--- config.mk ---
export PLATFORM = sky130hd
export DESIGN_NAME = mio_bus_nport
export DESIGN_NICKNAME = d
export VERILOG_FILES = /design/src/rtl/mio_bus_pkg.sv /design/src/rtl/mio_addr_decode.sv /design/src/rtl/mio_bus_nport.sv
export SDC_FILE = /design/constraint.sdc
export NUM_CORES = 1
export LEC_CHECK = 0
export CAP_MARGIN = 0
export CORE_AREA = 4 4 145 147
export DETAILED_ROUTE_END_ITERATION = 8
export DIE_AREA = 0 0 149 151
export GPL_ROUTABILITY_DRIVEN = 0
export PLACE_DENSITY = 0.69
export REMOVE_ABC_BUFFERS = 1
export SYNTH_ARGS = -nofsm -noshare
export SYNTH_HDL_FRONTEND = slang
export SYNTH_SLANG_ARGS = --single-unit
--- constraint.sdc ---
create_clock -name clk -period 5.7 [get_ports clk]
set_input_delay 1.425 -clock clk [delete_from_list [all_inputs] [get_ports clk]]
set_output_delay 1.425 -clock clk [all_outputs]
set_load 0.05 [all_outputs]
--- src/rtl/mio_bus_pkg.sv ---
`default_nettype none
// ============================================================================
// Module      : mio_bus_pkg
// Description : Shared types and constants for the N-port MIO bus.
//               Holds the bus FSM state encoding, the default slave address
//               regions (addr[31:28]) and the timeout counter width helper.
// Revision    : 1.0 - initial release
// ============================================================================
package mio_bus_pkg;

    typedef enum logic [1:0] {
        ST_IDLE   = 2'd0,
        ST_ACCESS = 2'd1,
        ST_RESP   = 2'd2
    } state_t;

    // Default region nibbles (compared against addr[31:28])
    localparam logic [3:0] REG_RAM  = 4'h0;
    localparam logic [3:0] REG_VRAM = 4'hC;
    localparam logic [3:0] REG_KBD  = 4'hD;
    localparam logic [3:0] REG_SSEG = 4'hE;
    localparam logic [3:0] REG_PIO  = 4'hF;
    localparam logic [3:0] REG_PIC  = 4'hB;

    // Slave 0 sits in the least significant nibble
    localparam logic [23:0] DEF_REGION = {REG_PIC, REG_KBD, REG_VRAM,
                                          REG_PIO, REG_SSEG, REG_RAM};

    localparam int ERR_CNT_W = 8;

    // Counter only ever holds 0 .. timeout-1
    function automatic int tmo_width(input int timeout);
        return (timeout < 2) ? 1 : $clog2(timeout);
    endfunction

endpackage : mio_bus_pkg
`default_nettype wire

--- src/rtl/mio_addr_decode.sv ---
`default_nettype none
// ============================================================================
// Module      : mio_addr_decode
// Description : Combinational region decoder. Compares the address top
//               nibble against every slave region and returns a one-hot hit
//               vector; when regions overlap the lowest index wins.
// Ports       : i_nibble - addr[31:28]
//               o_hit    - one-hot slave hit (all zero on miss)
//               o_miss   - no slave claims the address
// Revision    : 1.0 - initial release
// ============================================================================
module mio_addr_decode
    import mio_bus_pkg::*;
#(
    parameter int                  NSLV       = 6,
    parameter logic [NSLV*4-1:0]   SLV_REGION = DEF_REGION
) (
    input  logic [3:0]      i_nibble,
    output logic [NSLV-1:0] o_hit,
    output logic            o_miss
);

    logic [NSLV-1:0] w_match;

    always_comb begin
        w_match = '0;
        for (int i = 0; i < NSLV; i++) begin
            w_match[i] = (i_nibble == SLV_REGION[4*i +: 4]);
        end
    end

    // Isolate the lowest set bit: x & -x
    assign o_hit  = w_match & (~w_match + NSLV'(1));
    assign o_miss = ~|w_match;

endmodule : mio_addr_decode
`default_nettype wire

--- src/rtl/mio_bus_nport.sv ---
`default_nettype none
// ============================================================================
// Module      : mio_bus_nport
// Description : Routes CPU load/store requests to NSLV memory-mapped slaves
//               selected by addr[31:28]. Registers the request, waits for
//               the selected slave's ready with a timeout, and returns a
//               one-cycle ack with data or a bus error. Error responses are
//               tallied in a saturating 8-bit counter.
// Ports       : clk, rst (async, active high)
//               cpu_req/we/addr/wdata  -> request from CPU (held until ack)
//               cpu_ack/rdata/err      <- one-cycle response
//               slv_sel/we/addr/wdata  -> registered request to slaves
//               slv_rdata/ready        <- per-slave response (packed)
//               err_cnt                <- saturating error response count
// Revision    : 1.0 - initial release
// ============================================================================
module mio_bus_nport
    import mio_bus_pkg::*;
#(
    parameter int                NSLV       = 6,
    parameter int                DW         = 32,
    parameter logic [NSLV*4-1:0] SLV_REGION = DEF_REGION,
    parameter int                TIMEOUT    = 15
) (
    input  logic                 clk,
    input  logic                 rst,
    input  logic                 cpu_req,
    input  logic                 cpu_we,
    input  logic [31:0]          cpu_addr,
    input  logic [DW-1:0]        cpu_wdata,
    output logic                 cpu_ack,
    output logic [DW-1:0]        cpu_rdata,
    output logic                 cpu_err,
    output logic [NSLV-1:0]      slv_sel,
    output logic                 slv_we,
    output logic [31:0]          slv_addr,
    output logic [DW-1:0]        slv_wdata,
    input  logic [NSLV*DW-1:0]   slv_rdata,
    input  logic [NSLV-1:0]      slv_ready,
    output logic [ERR_CNT_W-1:0] err_cnt
);

    localparam int                 c_tmo_w    = tmo_width(TIMEOUT);
    localparam logic [c_tmo_w-1:0] c_tmo_last = c_tmo_w'(TIMEOUT - 1);

    state_t                 r_state;
    state_t                 w_state_nxt;

    logic [NSLV-1:0]        w_hit;
    logic                   w_miss;
    logic                   w_sel_ready;
    logic [DW-1:0]          w_sel_rdata;
    logic                   w_tmo;

    logic [NSLV-1:0]        r_sel;
    logic                   r_we;
    logic [31:0]            r_addr;
    logic [DW-1:0]          r_wdata;
    logic                   r_ack;
    logic                   r_err;
    logic [DW-1:0]          r_rdata;
    logic [ERR_CNT_W-1:0]   r_err_cnt;
    logic [c_tmo_w-1:0]     r_cnt;

    mio_addr_decode #(
        .NSLV       (NSLV),
        .SLV_REGION (SLV_REGION)
    ) u_dec (
        .i_nibble (cpu_addr[31:28]),
        .o_hit    (w_hit),
        .o_miss   (w_miss)
    );

    // r_sel is one-hot, so an OR of masked slices is a clean mux
    always_comb begin
        w_sel_rdata = '0;
        for (int i = 0; i < NSLV; i++) begin
            if (r_sel[i]) begin
                w_sel_rdata = w_sel_rdata | slv_rdata[DW*i +: DW];
            end
        end
    end

    assign w_sel_ready = |(slv_ready & r_sel);
    assign w_tmo       = (r_cnt == c_tmo_last);

    // ------------------------------------------------------------------
    // FSM
    // ------------------------------------------------------------------
    always_ff @(posedge clk or posedge rst) begin
        if (rst) begin
            r_state <= ST_IDLE;
        end else begin
            r_state <= w_state_nxt;
        end
    end

    always_comb begin
        w_state_nxt = r_state;
        unique case (r_state)
            ST_IDLE: begin
                if (cpu_req) begin
                    w_state_nxt = w_miss ? ST_RESP : ST_ACCESS;
                end
            end
            ST_ACCESS: begin
                if (w_sel_ready || w_tmo) begin
                    w_state_nxt = ST_RESP;
                end
            end
            ST_RESP: begin
                w_state_nxt = ST_IDLE;
            end
            default: begin
                w_state_nxt = ST_IDLE;
            end
        endcase
    end

    // ------------------------------------------------------------------
    // Datapath: request capture, timeout, response, error count
    // ------------------------------------------------------------------
    always_ff @(posedge clk or posedge rst) begin
        if (rst) begin
            r_sel     <= '0;
            r_we      <= 1'b0;
            r_addr    <= '0;
            r_wdata   <= '0;
            r_ack     <= 1'b0;
            r_err     <= 1'b0;
            r_rdata   <= '0;
            r_err_cnt <= '0;
            r_cnt     <= '0;
        end else begin
            unique case (r_state)
                ST_IDLE: begin
                    if (cpu_req) begin
                        r_addr  <= cpu_addr;
                        r_wdata <= cpu_wdata;
                        r_cnt   <= '0;
                        if (w_miss) begin
                            r_ack   <= 1'b1;
                            r_err   <= 1'b1;
                            r_rdata <= '0;
                        end else begin
                            r_sel <= w_hit;
                            r_we  <= cpu_we;
                        end
                    end
                end
                ST_ACCESS: begin
                    if (w_sel_ready) begin
                        r_ack   <= 1'b1;
                        r_err   <= 1'b0;
                        // Stores return zero rather than whatever the slave drives
                        r_rdata <= r_we ? '0 : w_sel_rdata;
                        r_sel   <= '0;
                        r_we    <= 1'b0;
                    end else if (w_tmo) begin
                        r_ack   <= 1'b1;
                        r_err   <= 1'b1;
                        r_rdata <= '0;
                        r_sel   <= '0;
                        r_we    <= 1'b0;
                    end else begin
                        r_cnt <= r_cnt + c_tmo_w'(1);
                    end
                end
                ST_RESP: begin
                    r_ack   <= 1'b0;
                    r_err   <= 1'b0;
                    r_rdata <= '0;
                    if (r_err && (r_err_cnt != {ERR_CNT_W{1'b1}})) begin
                        r_err_cnt <= r_err_cnt + ERR_CNT_W'(1);
                    end
                end
                default: begin
                    r_ack <= 1'b0;
                    r_err <= 1'b0;
                end
            endcase
        end
    end

    assign cpu_ack   = r_ack;
    assign cpu_err   = r_err;
    assign cpu_rdata = r_rdata;
    assign slv_sel   = r_sel;
    assign slv_we    = r_we;
    assign slv_addr  = r_addr;
    assign slv_wdata = r_wdata;
    assign err_cnt   = r_err_cnt;

endmodule : mio_bus_nport
`default_nettype wire
==> impl_metrics.env, run 1 <==
export IMPL_synth_cell_types=47
export IMPL_async_flop_share=1.00
export IMPL_synth_simple_gate_area_frac=0.177
export IMPL_fmax_mhz=318
export IMPL_die_area_sq_um=22500
export IMPL_setup_tns_ns=0
export IMPL_required_ns=4.28
export IMPL_core_area_sq_um=19900
export IMPL_internal_power_mw=2.99
export IMPL_wl_um=25500
export IMPL_drive_gt1_frac=0.0889
export IMPL_overflow=0
export IMPL_hold_buffers=0
export IMPL_fin_nets=1246
export IMPL_cts_tree="done"
export IMPL_synth_top_cell_by_area="dfrtp_1"
export IMPL_grt_pass1_wl_um=36500
export IMPL_top_layer="met5"
export IMPL_dieHeight_um=151
export IMPL_p_per_area_nw_per_um2=570
export IMPL_clock_latency_ns=0.41
export IMPL_synth_compound_gate_area_share=0.257
export IMPL_path_buf_inv=1
export IMPL_seq_area_frac_synth=0.494
export IMPL_syn_cell_area_sq_um=6030
export IMPL_synth_edff_count=0
export IMPL_fin_crit_sh=0.551
export IMPL_status="complete, no violations"
export IMPL_max_stage_delay_ns=0.85
export IMPL_ys_flop_type="dfrtp_1"
export IMPL_timing_rr_start="slv_sel[0]"
export IMPL_cap_violations=0
export IMPL_met3_wirelength_um=2880
export IMPL_drt_initial_drc_count=187
export IMPL_fin_hold_ws_ns=0.473
export IMPL_io_buffers=378
export IMPL_ir_worst_vdd_mv=0.417
export IMPL_start_util=0.303
export IMPL_holdCritPathClass="register to register"
export IMPL_r2r_end="cpu_rdata[27]"
export IMPL_synthAdderAreaFrac=0.00623
export IMPL_ys_warn_count=0
export IMPL_worstPathArrival_ns=1.71
export IMPL_setup_slack_ns=2.56
export IMPL_whs_path_depth=2
export IMPL_areaGrowthSynthToFinish_pct=75.1
export IMPL_dpl_instance_area_sq_um=9990
export IMPL_row_count=52
export IMPL_tightestPinTransition_ns=0.966
export IMPL_finalSetupViolations=0
export IMPL_crit_family="buffers and inverters"
export IMPL_critPathSlowestCell="clkdlybuf4s50_1"
export IMPL_netlist_top_cells_area="dfrtp_1 (49%), nand2_1 (14%), a22oi_1 (8.0%), o2bb2ai_2 (7.7%), a221oi_1 (4.8%)"
export IMPL_reg2regPathDepth=5
export IMPL_layout_common_cells="clkdlybuf4s50_1 (378), nand2_1 (228), dfrtp_1 (119), a22oi_1 (64), a221oi_1 (33)"
export IMPL_skew_ns=0.00931
export IMPL_grt_max_degree=66
export IMPL_clk_pin_slew_worst_paths_ns=0.06
export IMPL_p_switching_mw=3.03
export IMPL_cts_buffers=17
export IMPL_synth_xor_area_frac=0.0102
export IMPL_wl_per_cell_um=20.2
export IMPL_fillerInstances=1848
export IMPL_finalHoldViolCount=0
export IMPL_path_max_fanout=6
export IMPL_post_cts_resize_count=0
export IMPL_grt_pass1_vias=6336
export IMPL_clkPwrFrac=0.170
export IMPL_drt_first_pass_iters=5
export IMPL_clock_sinks=119
export IMPL_clk_path_buf_depth=2
export IMPL_synth_seq_cells=119
export IMPL_final_area_sq_um=10600
export IMPL_track_usage=0.214
export IMPL_antenna_found_initial=6
export IMPL_start_kind="register"
export IMPL_holdPathEnd="slv_wdata[17]"
export IMPL_utilization=0.530
export IMPL_antenna_left=0
export IMPL_power_share_switching=0.504
export IMPL_die_width_um=149
export IMPL_comb_power_share=0.592
export IMPL_hpwl_um=19000
export IMPL_dr_total_vias=6254
export IMPL_drc=0
export IMPL_io_pins=379
export IMPL_syn_inst=616
export IMPL_rsz0062_at_grt="false"
export IMPL_slew_headroom=0.356
export IMPL_wl_met1_um=9320
export IMPL_cts_htree_levels=4
export IMPL_layout_min_cycle_time_ns=3.14
export IMPL_cts_setup_buffers=0
export IMPL_r2r_setup_slack_ns=3.25
export IMPL_min_from="slv_wdata[17]"
export IMPL_syn_avg_cell_area_sq_um=9.79
export IMPL_p_leak_nw=4.54
export IMPL_clock_root_buffer="clkbuf_16"
export IMPL_synth_mux_area_frac=0.00353
export IMPL_path_class="register to output port"
export IMPL_layout_commonest_cell="clkdlybuf4s50_1"
export IMPL_worstSetupEndpointType="output port"
export IMPL_synth_top_family_by_area="compound AO/OA/AOI/OAI gates"
export IMPL_synth_top_area_frac=0.494
export IMPL_pwr_share_seq=0.238
export IMPL_via_per_inst=4.95
export IMPL_dr_wl_met2_um=12300
export IMPL_pre_cts_slack_ns=2.14
export IMPL_path_cells="clkdlybuf4s50_1"
export IMPL_drv_slew=0
[cell type report]
| class | instances | area [sq um] | area share |
|---|---|---|---|
| Tap cell | 270 | 338 | 0.0320 |
| Sequential cell | 119 | 2980 | 0.282 |
| Antenna cell | 3 | 7.51 | 0.000711 |
| Inverter | 15 | 58.8 | 0.00557 |
| Timing Repair Buffer | 389 | 3870 | 0.366 |
| Multi-Input combinational cell | 435 | 2750 | 0.260 |
| Clock buffer | 18 | 439 | 0.0416 |
| Clock inverter | 14 | 126 | 0.0120 |
[registers in the layout, summed over array words and instances, names as in the netlist]
name,cells
cpu_rdata,32
slv_addr,32
slv_wdata,32
err_cnt,8
slv_sel,6
r_cnt,4
r_state,2
cpu_ack,1
cpu_err,1
slv_we,1
[per-layer routing]
layer,global-route usage,vias up
met1,0.236,2965
met2,0.353,310
met5,0,-
met3,0.0972,45
li1,-,2928
met4,0.0993,6
[cells in the mapped netlist, types with 3 or more instances]
library cell / n
o221ai_1: 3
and3_1: 4
nor2_1: 3
xnor2_1: 5
ha_1: 3
dfrtp_1: 119
buf_6: 7
nand2b_1: 3
clkbuf_1: 22
nand3_1: 8
a221oi_1: 33
inv_1: 14
a21oi_1: 5
nand4_1: 3
o211ai_1: 11
a22oi_1: 64
buf_2: 12
nand2_1: 229
buf_4: 4
o2bb2ai_2: 31
[through the flow]
| stage | power [mW] | cells |
|---|---|---|
| after floorplan | 3.67 | 569 |
| after global placement | 5.00 | 1228 |
| after detailed placement | 5.04 | 1228 |
| after CTS | 6.10 | 1260 |
| after global routing | 6.36 | 1263 |
| final | 6.02 | 1263 |
[how the worst max path moves through the flow]
stage,startpoint,end,slack (ns),cells after the start
after floorplan,rst,cpu_ack,1.12,1
after CTS,cpu_rdata[21],cpu_rdata[21],2.53,1
after detailed placement,cpu_req,slv_sel[5],2.14,6
final,err_cnt[0],err_cnt[0],2.56,1
after global placement,cpu_req,slv_sel[5],2.15,6
after global routing,cpu_req,slv_sel[5],2.49,6
[worst min-delay path: stages, from the launching register on]
cell,delay [ns]
dfrtp_1,0.34
nand2_1,0.05
nand2_1,0.05
[cells by family (layout without fill, tap and decap cells)]
family,count (synthesis),in the layout
and+or+nand+nor,260,260
AOI/OAI and AO/OA,163,163
DFF,119,119
buffers and inverters,62,436
xor gates and xnor gates,7,7
adders and majority gates,3,3
muxes,2,2
other,0,3
[power groups by stage]
stage	Combinational, mW	Clock, mW	Sequential, mW
after global routing	3.77	1.10	1.48
after global placement	3.57	0	1.43
after CTS	3.61	1.06	1.43
after floorplan	0.995	0	2.68
after detailed placement	3.60	0	1.44
final	3.56	1.02	1.43
Note: power is estimated with default switching activity, not from simulation.
==> inputs of run 2 (changes only) <==
clock period = 3.1 ns   (was 5.7 ns; I/O delays follow)
==> run 2 against run 1 <==
Worst hold slack worse by 0.0020 ns. Final area up 1.5%. Critical path depth unchanged. Sequential share of layout area down 0.41 points. Die area unchanged. Setup slack worse by 1.9 ns. Register-to-register slack worse by 2.3 ns. Via count down 0.38%. Sequential power up 89%. Count of clock-buffer cells in the layout unchanged. Non-clock buffer count up 2. Final cell count up 0.24%.
==> impl_metrics.env, run 2 (synthesis results as in run 1) <==
export IMPL_fin_hold_ws_ns=0.471
export IMPL_drc=0
export IMPL_layout_common_cells="clkdlybuf4s50_1 (372), nand2_1 (228), dfrtp_1 (119), a22oi_1 (64), a221oi_1 (33)"
export IMPL_timing_rr_start="slv_sel[1]"
export IMPL_track_usage=0.207
export IMPL_hold_buffers=0
export IMPL_worstPathArrival_ns=1.69
export IMPL_layout_commonest_cell="clkdlybuf4s50_1"
export IMPL_cts_setup_buffers=0
export IMPL_grt_pass1_vias=6283
export IMPL_cap_violations=0
export IMPL_fin_crit_sh=0.795
export IMPL_max_stage_delay_ns=0.84
export IMPL_instances_no_fill=1266
export IMPL_reg2regPathDepth=5
export IMPL_core_area_sq_um=19900
export IMPL_skew_ns=0.00986
export IMPL_dieHeight_um=151
export IMPL_hpwl_um=18700
export IMPL_dpl_cell_count=1230
export IMPL_post_cts_resize_count=0
export IMPL_fin_nets=1248
export IMPL_grt_max_degree=63
export IMPL_layout_min_cycle_time_ns=2.46
export IMPL_wl_per_cell_um=19.2
export IMPL_whs_path_depth=2
export IMPL_die_width_um=149
export IMPL_die_area_sq_um=22500
export IMPL_clk_pin_slew_worst_paths_ns=0.06
export IMPL_worstSetupEndpointType="output port"
export IMPL_crit_family="buffers and inverters"
export IMPL_wl_um=24400
export IMPL_path_class="register to output port"
export IMPL_clock_root_buffer="clkbuf_16"
export IMPL_antenna_left=0
export IMPL_clock_sinks=119
export IMPL_drive_gt1_frac=0.0968
export IMPL_finalSetupViolations=0
export IMPL_status="complete, no violations"
export IMPL_overflow=0
export IMPL_cts_buffers=17
export IMPL_path_depth=1
export IMPL_clock_latency_ns=0.41
export IMPL_drt_initial_drc_count=223
export IMPL_required_ns=2.32
export IMPL_finalHoldViolCount=0
export IMPL_r2r_end="cpu_rdata[30]"
export IMPL_row_count=52
export IMPL_io_buffers=378
export IMPL_start_kind="register"
export IMPL_p_leak_nw=4.61
export IMPL_via_per_inst=4.92
export IMPL_utilization=0.538
export IMPL_ir_worst_vdd_mv=0.716
export IMPL_clk_path_buf_depth=2
export IMPL_slew_headroom=0.534
export IMPL_cts_htree_levels=4
export IMPL_dr_total_vias=6230
export IMPL_grt_pass1_wl_um=35800
export IMPL_start_util=0.303
export IMPL_fmax_mhz=406
export IMPL_path_buf_inv=1
export IMPL_r2r_setup_slack_ns=0.93
export IMPL_p_per_area_nw_per_um2=1050
export IMPL_areaGrowthSynthToFinish_pct=77.7
export IMPL_drt_first_pass_iters=4
export IMPL_path_max_fanout=6
export IMPL_endpoint="err_cnt[0]"
export IMPL_holdCritPathClass="register to register"
export IMPL_critPathLaunch="err_cnt[0]"
export IMPL_drv_slew=0
export IMPL_antenna_found_initial=4
export IMPL_path_cells="clkdlybuf4s50_1"
export IMPL_critPathSlowestCell="clkdlybuf4s50_1"
export IMPL_cts_tree="done"
export IMPL_rsz0062_at_grt="false"
export IMPL_io_pins=379
export IMPL_tightestPinTransition_ns=0.700
-- run 2: final cells by class --
class	instances	area (sq um)
Sequential cell	119	2980
Inverter	15	58.8
Antenna cell	4	10.0
Fill cell	1831	9200
Clock inverter	14	165
Tap cell	270	338
Multi-Input combinational cell	435	2750
Timing Repair Buffer	391	3980
Clock buffer	18	439
-- run 2: per-stage QoR --
stage	power (mW)	cell area [sq um]	setup TNS, ns	setup WS, ns
6_report	11.2	10700	0	0.636
3_3_place_gp	9.22	10100	0	0.346
4_1_cts	11.4	10700	0	0.595
3_5_place_dp	9.28	10100	0	0.257
2_1_floorplan	6.75	5770	-100.27	-0.832
5_1_grt	11.9	10700	0	0.566
-- run 2: per-layer routing --
| layer | wire length, um | share of wire | global-route usage |
|---|---|---|---|
| met4 | 675 | 0.028 | 0.0897 |
| met2 | 11800 | 0.48 | 0.334 |
| met1 | 9230 | 0.38 | 0.243 |
| met3 | 2650 | 0.11 | 0.0850 |
| met5 | 13 | 0.00053 | 0 |
-- run 2: how the worst min path moves through the flow --
stage	start	endpoint
5_1_grt	slv_addr[13]	slv_addr[13]
2_1_floorplan	r_cnt[2]	r_cnt[2]
3_3_place_gp	slv_wdata[20]	slv_wdata[20]
4_1_cts	slv_addr[18]	slv_addr[18]
6_report	slv_addr[13]	slv_addr[13]
3_5_place_dp	slv_addr[18]	slv_addr[18]
-- run 2: where the power goes --
part | internal (mW) | switching (mW)
registers | 2.19 | 0.513
logic | 2.31 | 4.20
clock network | 1.23 | 0.790
==> inputs of run 3 (changes only) <==
CORE_AREA = 4 4 147 149   (was 4 4 145 147)
DIE_AREA = 0 0 151 153   (was 0 0 149 151)
PLACE_DENSITY = 0.7   (was 0.69)
clock period = 2.1 ns   (was 3.1 ns; I/O delays follow)
==> run 3 against run 2 <==
Clock skew fell by 0.0021 ns. Worst hold slack got worse by 0.0044 ns. Sequential cell count unchanged. Register-to-register slack got worse by 0.54 ns. Combinational power up 48%. Via count up 1.1%. Sequential share of layout area decreased by 0.26 points. Non-clock buffer count increased by 29. First-iteration DRC count is 5.4% lower. Setup slack worse by 0.47 ns. Final cell count rose by 2.3%.
==> impl_metrics.env, run 3 (synthesis results as in run 1) <==
export IMPL_rsz0062_at_grt="false"
export IMPL_comb_power_share=0.582
export IMPL_fillerInstances=1875
export IMPL_p_leak_nw=5.04
export IMPL_skew_ns=0.00775
export IMPL_clk_path_buf_depth=2
export IMPL_hpwl_um=19200
export IMPL_via_per_inst=4.87
export IMPL_fin_crit_sh=0.922
export IMPL_wl_um=25000
export IMPL_antenna_left=0
export IMPL_pwr_share_seq=0.239
export IMPL_areaGrowthSynthToFinish_pct=79.4
export IMPL_clk_pin_slew_worst_paths_ns=0.06
export IMPL_dr_wl_met2_um=12200
export IMPL_slew_headroom=0.551
export IMPL_drt_first_pass_iters=5
export IMPL_pre_cts_slack_ns=-0.197
export IMPL_cts_htree_levels=4
export IMPL_grt_max_degree=45
export IMPL_final_area_sq_um=10800
export IMPL_track_usage=0.206
export IMPL_worstSetupEndpointType="output port"
export IMPL_row_count=52
export IMPL_clock_latency_ns=0.41
export IMPL_antenna_found_initial=6
export IMPL_dr_total_vias=6301
export IMPL_finalHoldViolCount=0
export IMPL_drt_initial_drc_count=211
export IMPL_io_pins=379
export IMPL_grt_pass1_vias=6490
export IMPL_wl_met1_um=9470
export IMPL_layout_commonest_cell="clkdlybuf4s50_1"
export IMPL_clock_root_buffer="clkbuf_16"
export IMPL_layout_min_cycle_time_ns=1.94
export IMPL_p_per_area_nw_per_um2=1530
export IMPL_clkPwrFrac=0.179
export IMPL_wl_per_cell_um=19.3
export IMPL_ir_worst_vdd_mv=1.06
export IMPL_p_switching_mw=8.23
export IMPL_holdCritPathClass="input pin to asynchronous set/reset pin"
export IMPL_setup_slack_ns=0.163
export IMPL_finalPower_mw=16.5
export IMPL_clock_sinks=119
export IMPL_die_area_sq_um=23100
export IMPL_cts_tree="done"
export IMPL_tightestPinTransition_ns=0.673
export IMPL_top_layer="met5"
export IMPL_required_ns=1.57
export IMPL_path_max_fanout=19
export IMPL_start_kind="register"
export IMPL_fin_nets=1277
export IMPL_status="complete, no violations"
export IMPL_die_width_um=151
export IMPL_path_class="register to output port"
export IMPL_worstPathArrival_ns=1.41
export IMPL_cts_setup_buffers=0
export IMPL_drv_slew=0
export IMPL_power_share_switching=0.498
export IMPL_finalSetupViolations=0
export IMPL_io_buffers=378
export IMPL_drive_gt1_frac=0.161
export IMPL_internal_power_mw=8.29
export IMPL_overflow=0
export IMPL_cap_violations=0
export IMPL_fin_hold_ws_ns=0.466
export IMPL_layout_common_cells="clkdlybuf4s50_1 (265), nand2_1 (228), dfrtp_1 (119), buf_4 (73), dlygate4sd2_1 (66)"
export IMPL_cts_buffers=17
export IMPL_dieHeight_um=153
export IMPL_dpl_instance_area_sq_um=10300
export IMPL_fmax_mhz=516
export IMPL_core_area_sq_um=20200
export IMPL_drc=0
export IMPL_grt_pass1_wl_um=36800
export IMPL_start_util=0.299
export IMPL_met3_wirelength_um=2860
==> run 3: changes by cell type in the layout (fill, tap and decap cells not counted), sizes merged, moves of 2 or more <==
cell           change
dlygate4sd2       +66
buf               +69
clkdlybuf4s50    -107
clkinv             -3
inv                +2
==> run 3: final cells by class <==
type | instances | area [sq um] | share of cell area
sequential | 119 | 2980 | 0.275
timing repair buffer | 420 | 4090 | 0.378
tap | 270 | 338 | 0.0312
clock inverter | 14 | 161 | 0.0149
inverter | 15 | 61.3 | 0.00567
clock buffer | 18 | 429 | 0.0397
multi-input combinational | 435 | 2750 | 0.254
antenna | 4 | 10.0 | 0.000925
==> run 3: stage by stage <==
| stage | cells | TNS [ns] | util |
|---|---|---|---|
| 6_report | 1295 | 0 | 0.536 |
| 5_1_grt | 1295 | 0 | 0.536 |
| 3_3_place_gp | 1259 | -5.91 | 0.510 |
| 2_1_floorplan | 569 | -256.12 | - |
| 3_5_place_dp | 1259 | -8.02 | 0.510 |
| 4_1_cts | 1291 | 0 | 0.536 |
==> run 3: metal layers <==
layer	up-vias	track usage
li1	2993	-
met1	3006	0.237
met5	-	0
met3	25	0.0832
met4	4	0.0708
met2	273	0.347
==> run 3: worst max-delay path, stage by stage, from the launching register on <==
cell     delay (ns)
dfrtp_1        0.48
buf_4          0.34
buf_12         0.18
==> run 3: power groups by stage <==
stage	logic [mW]	registers [mW]	clock network [mW]
floorplan	2.70	7.26	0
global placement	10.0	3.97	0
detailed placement	10.1	3.99	0
CTS	9.71	3.96	3.03
global route	10.2	4.10	3.14
finish	9.61	3.95	2.96
==> run 3: worst paths after layout <==
path                            slack [ns]  depth (start not counted)          start            end
worst min-delay path                  0.47                          2            rst   slv_addr[17]
min in group clk                      0.47                          2  slv_wdata[17]  slv_wdata[17]
worst max register to register        0.39                          5     slv_sel[0]  cpu_rdata[12]
worst min register to register        0.47                          2  slv_wdata[17]  slv_wdata[17]
worst max-delay path                  0.16                          2     slv_sel[0]     slv_sel[0]
max in group asynchronous             1.06                          3            rst     slv_sel[2]
==> run 3: what timing repair did <==
item                                   4_1_cts  5_1_grt
setup endpoints to repair                   66        1
resized for setup                           66        1
endpoints found under the hold margin        0        0
hold buffers                                 0        0
